File: src/rtl/sm_cnt_upd_pkg.sv
// Shared types and helpers for the counter-update engine and its forwarding history.
package sm_cnt_upd_pkg;

  // The history entry is sized for the widest legal configuration. Modules zero-extend into it.
  localparam int unsigned MaxBitAddr = 32;
  localparam int unsigned MaxBitData = 64;

  typedef enum logic [0:0] {
    StInit,
    StRun
  } state_e;

  typedef struct packed {
    logic                  vld;
    logic [MaxBitAddr-1:0] adr;
    logic [MaxBitData-1:0] data;
  } wr_hist_t;

  // Returns {sat, value}. old and dlt must already fit in 'width' bits.
  function automatic logic [MaxBitData:0] sat_add(input logic [MaxBitData-1:0] old,
                                                  input logic [MaxBitData-1:0] dlt,
                                                  input int unsigned           width);
    logic [MaxBitData:0] sum;
    logic [MaxBitData:0] lim;
    logic [MaxBitData:0] ones;
    sum  = {1'b0, old} + {1'b0, dlt};
    lim  = {{MaxBitData{1'b0}}, 1'b1} << width;
    ones = lim - {{MaxBitData{1'b0}}, 1'b1};
    if (sum >= lim) begin
      sat_add = {1'b1, ones[MaxBitData-1:0]};
    end else begin
      sat_add = {1'b0, sum[MaxBitData-1:0]};
    end
  endfunction

endpackage

File: src/rtl/sm_cnt_upd_if.sv
// Update, lookup and status signals of the counter-update engine.
interface sm_cnt_upd_if #(
  parameter int unsigned BITADDR = 10,
  parameter int unsigned BITDATA = 45,
  parameter int unsigned BITDLT  = 16
) ();

  logic               upd_vld;
  logic               upd_rdy;
  logic [BITADDR-1:0] upd_adr;
  logic [BITDLT-1:0]  upd_dlt;
  logic               lkp_vld;
  logic               lkp_rdy;
  logic [BITADDR-1:0] lkp_adr;
  logic [BITDATA-1:0] lkp_dout;
  logic               lkp_dvld;
  logic               init_done;
  logic               sat_evt;

  modport master (
    output upd_vld, upd_adr, upd_dlt, lkp_vld, lkp_adr,
    input  upd_rdy, lkp_rdy, lkp_dout, lkp_dvld, init_done, sat_evt
  );

  modport slave (
    input  upd_vld, upd_adr, upd_dlt, lkp_vld, lkp_adr,
    output upd_rdy, lkp_rdy, lkp_dout, lkp_dvld, init_done, sat_evt
  );

endinterface

File: src/rtl/sm_cnt_fwd.sv
// Write history covering the memory read latency; returns the newest write to a queried address.
module sm_cnt_fwd
  import sm_cnt_upd_pkg::*;
#(
  parameter int unsigned RdDly   = 1,
  parameter int unsigned BITADDR = 10
) (
  input  logic                  clk,
  input  logic                  rst,
  input  logic                  push_vld,
  input  logic [BITADDR-1:0]    push_adr,
  input  logic [MaxBitData-1:0] push_data,
  input  logic [BITADDR-1:0]    qry_adr,
  output logic                  hit,
  output logic [MaxBitData-1:0] hit_data
);

  wr_hist_t hist_q [RdDly];

  // Entry 0 is the write issued in the previous cycle.
  always_ff @(posedge clk) begin
    if (rst) begin
      for (int i = 0; i < int'(RdDly); i++) begin
        hist_q[i] <= '0;
      end
    end else begin
      hist_q[0] <= '{vld: push_vld, adr: MaxBitAddr'(push_adr), data: push_data};
      for (int i = 1; i < int'(RdDly); i++) begin
        hist_q[i] <= hist_q[i-1];
      end
    end
  end

  // Scan oldest to newest so the newest match wins.
  always_comb begin
    hit      = 1'b0;
    hit_data = '0;
    for (int i = int'(RdDly) - 1; i >= 0; i--) begin
      if (hist_q[i].vld && (hist_q[i].adr == MaxBitAddr'(qry_adr))) begin
        hit      = 1'b1;
        hit_data = hist_q[i].data;
      end
    end
  end

endmodule

File: src/rtl/sm_cnt_upd.sv
// Counter-update engine: zero-fills the counter memory, then runs a forwarded read-add-write
// pipeline at one update per cycle alongside a pass-through lookup port.
module sm_cnt_upd
  import sm_cnt_upd_pkg::*;
#(
  parameter int unsigned NUMADDR = 1024,
  parameter int unsigned BITADDR = 10,
  parameter int unsigned BITDATA = 45,
  parameter int unsigned BITDLT  = 16,
  parameter int unsigned FLOPOUT = 0
) (
  input  logic               clk,
  input  logic               rst,
  sm_cnt_upd_if.slave        bus,
  output logic               sm_mem_write,
  output logic [BITADDR-1:0] sm_mem_wr_adr  [0:0],
  output logic [BITDATA-1:0] sm_mem_din     [0:0],
  output logic [1:0]         sm_mem_read,
  output logic [BITADDR-1:0] sm_mem_rd_adr  [0:1],
  input  logic [BITDATA-1:0] sm_mem_rd_dout [0:1]
);

  localparam int unsigned RdDly = 1 + FLOPOUT;

  state_e             state_q, state_d;
  logic [BITADDR-1:0] fill_q, fill_d;
  logic [RdDly-1:0]   pv_q;
  logic [BITADDR-1:0] pa_q [RdDly];
  logic [BITDLT-1:0]  pd_q [RdDly];
  logic [RdDly-1:0]   lv_q;

  logic                  run;
  logic                  upd_acc;
  logic                  lkp_acc;
  logic                  ws_vld;
  logic [BITADDR-1:0]    ws_adr;
  logic                  fwd_hit;
  logic [MaxBitData-1:0] fwd_data;
  logic [MaxBitData-1:0] old_val;
  logic [MaxBitData:0]   add_res;

  assign run     = (state_q == StRun) && !rst;
  assign upd_acc = run && bus.upd_vld;
  assign lkp_acc = run && bus.lkp_vld;
  assign ws_vld  = run && pv_q[RdDly-1];
  assign ws_adr  = pa_q[RdDly-1];
  assign old_val = fwd_hit ? fwd_data : MaxBitData'(sm_mem_rd_dout[0]);
  assign add_res = sat_add(old_val, MaxBitData'(pd_q[RdDly-1]), BITDATA);

  always_ff @(posedge clk) begin
    if (rst) begin
      state_q <= StInit;
      fill_q  <= '0;
      pv_q    <= '0;
      lv_q    <= '0;
    end else begin
      state_q <= state_d;
      fill_q  <= fill_d;
      pv_q[0] <= upd_acc;
      lv_q[0] <= lkp_acc;
      for (int i = 1; i < int'(RdDly); i++) begin
        pv_q[i] <= pv_q[i-1];
        lv_q[i] <= lv_q[i-1];
      end
    end
  end

  // Payload flops need no reset; their valids gate every use.
  always_ff @(posedge clk) begin
    pa_q[0] <= bus.upd_adr;
    pd_q[0] <= bus.upd_dlt;
    for (int i = 1; i < int'(RdDly); i++) begin
      pa_q[i] <= pa_q[i-1];
      pd_q[i] <= pd_q[i-1];
    end
  end

  sm_cnt_fwd #(
    .RdDly  (RdDly),
    .BITADDR(BITADDR)
  ) u_fwd (
    .clk      (clk),
    .rst      (rst),
    .push_vld (ws_vld),
    .push_adr (ws_adr),
    .push_data(add_res[MaxBitData-1:0]),
    .qry_adr  (ws_adr),
    .hit      (fwd_hit),
    .hit_data (fwd_data)
  );

  always_comb begin
    state_d          = state_q;
    fill_d           = fill_q;
    sm_mem_write     = 1'b0;
    sm_mem_wr_adr[0] = '0;
    sm_mem_din[0]    = '0;
    sm_mem_read      = 2'b00;
    sm_mem_rd_adr[0] = bus.upd_adr;
    sm_mem_rd_adr[1] = bus.lkp_adr;
    bus.upd_rdy      = 1'b0;
    bus.lkp_rdy      = 1'b0;
    bus.lkp_dvld     = 1'b0;
    bus.lkp_dout     = sm_mem_rd_dout[1];
    bus.init_done    = 1'b0;
    bus.sat_evt      = 1'b0;
    if (!rst) begin
      unique case (state_q)
        StInit: begin
          sm_mem_write     = 1'b1;
          sm_mem_wr_adr[0] = fill_q;
          fill_d           = fill_q + 1'b1;
          if (fill_q == BITADDR'(NUMADDR - 1)) begin
            state_d = StRun;
          end
        end
        StRun: begin
          bus.upd_rdy      = 1'b1;
          bus.lkp_rdy      = 1'b1;
          bus.init_done    = 1'b1;
          bus.lkp_dvld     = lv_q[RdDly-1];
          sm_mem_read      = {lkp_acc, upd_acc};
          sm_mem_write     = ws_vld;
          sm_mem_wr_adr[0] = ws_adr;
          sm_mem_din[0]    = add_res[BITDATA-1:0];
          bus.sat_evt      = ws_vld && add_res[MaxBitData];
        end
        default: state_d = StInit;
      endcase
    end
  end

endmodule

File: src/flat_wrapper.sv
// flat-port wrapper written by rule: the top's interface ports become plain ports
module sm_cnt_upd_flat import sm_cnt_upd_pkg::*;
#(
  parameter int unsigned NUMADDR = 1024,
  parameter int unsigned BITADDR = 10,
  parameter int unsigned BITDATA = 45,
  parameter int unsigned BITDLT  = 16,
  parameter int unsigned FLOPOUT = 0
)
  (clk, rst, sm_mem_write, sm_mem_wr_adr, sm_mem_din, sm_mem_read, sm_mem_rd_adr, sm_mem_rd_dout, bus_upd_vld, bus_upd_adr, bus_upd_dlt, bus_lkp_vld, bus_lkp_adr, bus_upd_rdy, bus_lkp_rdy, bus_lkp_dout, bus_lkp_dvld, bus_init_done, bus_sat_evt);
  sm_cnt_upd_if #(.BITADDR(BITADDR), .BITDATA(BITDATA), .BITDLT(BITDLT)) bus_i ();
  input  logic clk;
  input  logic rst;
  output logic sm_mem_write;
  output logic [BITADDR-1:0] sm_mem_wr_adr[0:0];
  output logic [BITDATA-1:0] sm_mem_din[0:0];
  output logic [1:0] sm_mem_read;
  output logic [BITADDR-1:0] sm_mem_rd_adr[0:1];
  input  logic [BITDATA-1:0] sm_mem_rd_dout[0:1];
  input wire logic [$bits(bus_i.upd_vld)-1:0] bus_upd_vld;
  input wire logic [$bits(bus_i.upd_adr)-1:0] bus_upd_adr;
  input wire logic [$bits(bus_i.upd_dlt)-1:0] bus_upd_dlt;
  input wire logic [$bits(bus_i.lkp_vld)-1:0] bus_lkp_vld;
  input wire logic [$bits(bus_i.lkp_adr)-1:0] bus_lkp_adr;
  output wire logic [$bits(bus_i.upd_rdy)-1:0] bus_upd_rdy;
  output wire logic [$bits(bus_i.lkp_rdy)-1:0] bus_lkp_rdy;
  output wire logic [$bits(bus_i.lkp_dout)-1:0] bus_lkp_dout;
  output wire logic [$bits(bus_i.lkp_dvld)-1:0] bus_lkp_dvld;
  output wire logic [$bits(bus_i.init_done)-1:0] bus_init_done;
  output wire logic [$bits(bus_i.sat_evt)-1:0] bus_sat_evt;
  assign bus_i.upd_vld = bus_upd_vld;
  assign bus_i.upd_adr = bus_upd_adr;
  assign bus_i.upd_dlt = bus_upd_dlt;
  assign bus_i.lkp_vld = bus_lkp_vld;
  assign bus_i.lkp_adr = bus_lkp_adr;
  assign bus_upd_rdy = bus_i.upd_rdy;
  assign bus_lkp_rdy = bus_i.lkp_rdy;
  assign bus_lkp_dout = bus_i.lkp_dout;
  assign bus_lkp_dvld = bus_i.lkp_dvld;
  assign bus_init_done = bus_i.init_done;
  assign bus_sat_evt = bus_i.sat_evt;
  sm_cnt_upd #(.NUMADDR(NUMADDR), .BITADDR(BITADDR), .BITDATA(BITDATA), .BITDLT(BITDLT), .FLOPOUT(FLOPOUT)) u_core (.clk(clk), .rst(rst), .bus(bus_i), .sm_mem_write(sm_mem_write), .sm_mem_wr_adr(sm_mem_wr_adr), .sm_mem_din(sm_mem_din), .sm_mem_read(sm_mem_read), .sm_mem_rd_adr(sm_mem_rd_adr), .sm_mem_rd_dout(sm_mem_rd_dout));
endmodule
File: config.mk
export PLATFORM = sky130hd
export DESIGN_NAME = sm_cnt_upd_flat
export DESIGN_NICKNAME = d
export VERILOG_FILES = /design/src/rtl/sm_cnt_upd_pkg.sv /design/src/rtl/sm_cnt_upd_if.sv /design/src/rtl/sm_cnt_fwd.sv /design/src/rtl/sm_cnt_upd.sv /design/src/flat_wrapper.sv
export SDC_FILE = /design/constraint.sdc
export NUM_CORES = 1
export LEC_CHECK = 0
export ABC_AREA = 1
export CAP_MARGIN = 20
export CORE_AREA = 2 2 184 186
export CTS_BUF_LIST = sky130_fd_sc_hd__clkbuf_16
export DETAILED_ROUTE_END_ITERATION = 8
export DIE_AREA = 0 0 186 188
export SLEW_MARGIN = 10
export SYNTH_ARGS = -nofsm -noshare
export SYNTH_HDL_FRONTEND = slang
export SYNTH_HIERARCHICAL = 1
export SYNTH_SLANG_ARGS = --single-unit
File: constraint.sdc
create_clock -name clk -period 11 [get_ports clk]
set_input_delay 1.65 -clock clk [delete_from_list [all_inputs] [get_ports clk]]
set_output_delay 1.65 -clock clk [all_outputs]
set_load 0.01 [all_outputs]
## Word level (Yosys, flattened, before mapping)

Memories as Yosys holds them, arrays and structs flattened.
Cells that the tools add are included.

- Memories kept: 3
- Logic and storage cells: 46
- RAM bits: 101
- Output and inout bits: 128
- Register bits after elaboration: 13

- Bitwise gates (word level): 1
- Reductions and logical operators: 8
- $add $sub $neg: 2
- Equality and inequality tests: 2
- Mux-type cells: 25
- Order comparisons: 1

Memories:

| name | depth | bits a word | read ports | clocked after Yosys merged registers in | write ports | RTL line | text |
|---|---|---|---|---|---|---|---|
| u_core.u_fwd.hist_q | 1 | 75 | 1 | 0 | 1 | sm_cnt_fwd.sv:18 | `wr_hist_t hist_q [RdDly];` |
| u_core.pd_q | 1 | 16 | 1 | 0 | 1 | sm_cnt_upd.sv:29 | `logic [BITDLT-1:0] pd_q [RdDly];` |
| u_core.pa_q | 1 | 10 | 1 | 0 | 1 | sm_cnt_upd.sv:28 | `logic [BITADDR-1:0] pa_q [RdDly];` |

Operators by type and width:

| kind | number |
|---|---|
| $mux W64 | 2 |
| $mux W45 | 2 |
| $mux W75 | 1 |
| $reduce_or A75 Y1 | 1 |
| $add A64 B16 Y65 | 1 |
| $ge A65 B46 Y1 const B | 1 |
| $mux W65 | 1 |
| $eq A32 B10 Y1 | 1 |
| $pmux W10 S2 | 1 |
| $mux W1 | 14 |
| $add A10 B1 Y10 const B | 1 |
| $eq A10 B10 Y1 const B | 1 |
| $mux W10 | 1 |
| $logic_and A1 B1 Y1 | 6 |
| $mux W2 | 2 |
| $pmux W1 S2 | 1 |
| $logic_not A1 Y1 | 1 |
| $not A1 Y1 | 1 |

## Depth between registers and ports, before layout

An unclocked memory read counts as a cell.

- Word-level depth: 11
- Gate-level depth with buffers: 35

## Hierarchy

The synthesis kept the hierarchy.

Modules (own cells, without submodules):

| module | cells each | area an instance (um^2) | instances | seq. area each (um^2) |
|---|---|---|---|---|
| sm_cnt_upd | 1244 | 6715.2 | 1 | 780.7 |
| sm_cnt_fwd | 426 | 3055.4 | 1 | 1501.4 |

## Worst setup path before layout

OpenSTA, ideal clock, no wires.

- Kind: register to output
- Start point: memory u_core.pa_q[0][7]
- End point: output sm_mem_din[5] (netlist name)
- Data required time: 9.350 ns
- Buffers on the path: 7
- Stages on the path, launching flop included: 33
- Arrival time: 3.991 ns
- Setup slack: 5.359 ns
- Path through: dfxtp_1 > inv_1 > nand2_1 > nand2_1 > inv_1 > nand2_1 > nor2_1 > nand3_1 > buf_6 > buf_6 > inv_1 > buf_4 > buf_6 > clkbuf_1 > clkbuf_1 > nand2_1 > nand2_1 > ha_1 > a21oi_1 > inv_1 > nor2_1 > o21ai_0 > inv_1 > nand2_1 > nand2_1 > nor2_1 > nor2_1 > nand2_1 > nor2_4 > buf_6 > nand4_2 > nand2_1 > inv_1

RTL lines:

| element | RTL line | text |
|---|---|---|
| from (decl) | sm_cnt_upd.sv:28 |  |
| to (decl) | flat_wrapper.sv:16 | `output logic [BITDATA-1:0] sm_mem_din[0:0];` |

==> metrics.csv <==
stage,metric,value,unit
global_route,grt.met2_usage,0.290,
clock_network,cts-resized-gates,0,
floorplan,die_w,186,um
logic_synthesis,ys_seq_elements,114,
floorplan,die_y,188,um
hold_path,min_path_cells,2,
timing,fin_worst_skew,0.0120,ns
clock_network,clock_latency,0.44,ns
detailed_routing,drt_iter0_drc,396,
clock_network,cts_tree,built,
logic_synthesis,synth_top_area_frac,0.234,
logic_synthesis,avgSynthCellArea,5.85,um2
global_route,grt_max_degree,84,
logic_synthesis,synth-edff-count,0,
detailed_routing,num_vias,9529,
place,dp_hpwl,23600,um
timing,fmax,121,MHz
clock_network,clk_pin_slew,0.06,ns
logic_synthesis,synth_ff_type,dfxtp_1,
global_route,gr-max-usage-layer,met2,
logic_synthesis,synthXorXnorAreaFrac,0.0394,
pwr,powerDensity,108,nW/um2
critical_path,r2r_slack,5.19,ns
clock_network,htree_levels,4,
finish,layout-drive-gt1-share,0.0843,
logic_synthesis,synth-adder-area-share,0.0238,
place,portBuffers,147,
place,gp_congestion,0.911,
logic_synthesis,netlist_instances,1670,
detailed_routing,drt-vias-per-instance,4.33,
logic_synthesis,yosysTopAreaCell,dfxtp_1,
pwr,power,1.26,mW
timing,setup_tns,0,ns
floorplan,io_pins,258,
logic_synthesis,syn_area,9770,um2
place,dp_slack,3.14,ns
clock_network,cts_sinks,114,
run_status,status,"finished, final reports clean",
finish,diodes,0,
timing,setup_ws,2.74,ns
global_route,gr-usage-met3,0.0266,
timing,period_share,0.751,
logic_synthesis,synth_top_family_by_area,simple AND/OR/NAND/NOR gates,
logic_synthesis,synthTopCellsByArea,"dfxtp_1, nand2_1, inv_1",
hold_path,hold_start,u_core/pa_q[0][1]$_DFF_P_,
critical_path,crit_arrival,6.61,ns
pwr,irDropWorstVdd,104,uV
pwr,p_leak,5.77,nW
timing,slew_headroom,0.344,
timing,grt_setup_unrepaired,false,
critical_path,cp_slowest_stage_delay,0.65,ns
global_route,overflow,0,
logic_synthesis,synth_seq_area_share,0.234,
timing,finalHoldWorstSlack,0.434,ns
clock_network,numCtsBuffers,17,
finish,nets,1891,
global_route,grt_usage,0.173,
detailed_routing,ant_nets,0,
flow_run,cap_violations,0,
logic_synthesis,synth-simple-area-share,0.439,
logic_synthesis,synth_mux_area_frac,0,
logic_synthesis,synth.most_common_cell,nand2_1,
critical_path,crit_path_start_kind,flip-flop,
logic_synthesis,synth_compound_area_frac,0.0318,
floorplan,start_util,0.295,
clock_network,clock_path_buffers,2,
hold_path,whs_endpoint,u_core/u_fwd/hist_q[0][65]$_SDFF_PP0_,
timing,tightest_slew,0.984,ns
critical_path,ff2ff_path_depth,29,
floorplan,core.rowCount,67,
clock_network,postCtsSetupRepairBufs,0,
global_route,grt_pass1_wl,46700,um
timing,hold_viol,0,
global_route,grt_pass1_vias,8896,
floorplan,dieArea,35000,um2
timing,drv_slew,0,
global_route,use_met1,0.226,
critical_path,crit_path_end_kind,output port,
finish,area_growth,19.4,%
timing,fin_crit,8.26,ns
critical_path,reg2reg_to,u_core/u_fwd/hist_q[0][44]$_SDFF_PP0_,
logic_synthesis,async_flop_share,0,
detailed_routing,routedWlPerCell,13.5,um
timing,setup_viol,0,
finish,fillerInstances,3712,
logic_synthesis,yosysWarnings,6,
global_route,grt_antenna_before_repair,1,
critical_path,cp_slowest_cell,buf_4,
critical_path,path_common_cell,nand2_1,
critical_path,critPathKind,reg -> out,
floorplan,core_area,33100,um2
critical_path,regToRegStartpoint,u_core/pa_q[0][7]$_DFF_P_,
hold_path,hp-class,reg -> reg,
detailed_routing,drc,0,
logic_synthesis,ys_types,33,
detailed_routing,dr.pass1.iters,5,
detailed_routing,drt-total-wl,29800,um
logic_synthesis,synth_common_cells,"nand2_1, inv_1, nor2_1, dfxtp_1, buf_4",
clock_network,holdBufCountCts,0,
clock_network,root_buffer,clkbuf_16,
critical_path,worstPathRequired,9.35,ns
critical_path,worstPathMaxFanout,83,
==> worst max path at each step <==
stage,from,to,cells after the start,slack (ns)
6_report,u_core/pa_q[0][7]$_DFF_P_,sm_mem_din[0],31,2.74
5_1_grt,u_core/pa_q[0][7]$_DFF_P_,sm_mem_din[2],30,2.11
4_1_cts,u_core/pa_q[0][7]$_DFF_P_,sm_mem_din[0],31,2.61
3_5_place_dp,u_core/pa_q[0][7]$_DFF_P_,sm_mem_din[0],31,3.14
3_3_place_gp,u_core/pa_q[0][8]$_DFF_P_,sm_mem_din[0],28,3.23
2_1_floorplan,u_core/pa_q[0][7]$_DFF_P_,sm_mem_din[5],32,5.36
==> cell usage in the layout (no fill, tap or decap), drive strengths merged <==
cell / instances
a21oi: 32
o41ai: 1
bufinv: 4
inv: 364
ha: 17
fa: 1
xnor2: 23
nand2: 523
clkbuf: 17
clkinvlp: 2
o21ai: 26
nand4: 52
conb: 19
clkinv: 9
nor4: 2
xor2: 21
nand3: 64
dfxtp: 114
buf: 7
clkdlybuf4s50: 146
nand3b: 3
nor2: 291
nor3: 17
==> through the flow <==
stage,cell area (um2),util,cells
2_1_floorplan,9840,-,1688
3_3_place_gp,11000,0.333,2172
3_5_place_dp,11000,0.333,2172
4_1_cts,11700,0.352,2203
5_1_grt,11700,0.352,2203
6_report,11700,0.352,2203
==> report_power, final <==
group          internal [mW]  total, mW  switching, mW
clock                  0.380      0.601          0.221
combinational         0.0897      0.210          0.120
sequential             0.439      0.449        0.00959
==> flip-flops by register name (all words and copies together), names as in the netlist <==
register             count
u_core/state_q           1
u_core/lv_q              1
u_core/fill_q           10
u_core/pa_q             10
u_core/u_fwd/hist_q     75
u_core/pv_q              1
u_core/pd_q             16
==> per-layer routing <==
metal / vias to the layer above / share of wire
met1: 4333 / 0.48
met5: - / 0.00054
met2: 208 / 0.47
met3: 24 / 0.041
li1: 4962 / -
met4: 2 / 0.013
==> cell families after synthesis <==
logic type	after synthesis
buffers and inverters	482
XOR/XNOR	44
AO/OA/AOI/OAI	59
AND/OR/NAND/NOR	952
other	1
flip-flops	114
adder cells (fa/ha/maj)	18
==> worst max-delay path, delay by kind of cell (launching register included) <==
kind | cells | cell delay [ns]
adder cells (fa/ha/maj) | 1 | 0.27
buffers and inverters | 7 | 2.02
flip-flops | 1 | 0.37
AND/OR/NAND/NOR | 23 | 3.37
==> area by class of cell <==
cell class | instances | area, um2 | area share
multi-input cells | 1092 | 5310 | 0.455
flip-flops and latches | 114 | 2280 | 0.196
repair buffers | 153 | 1510 | 0.130
inverters | 365 | 1370 | 0.117
well taps | 448 | 561 | 0.0481
clock buffers | 17 | 425 | 0.0365
clock inverters | 14 | 205 | 0.0176
No activity file was read; power rests on OpenSTA's default activity.
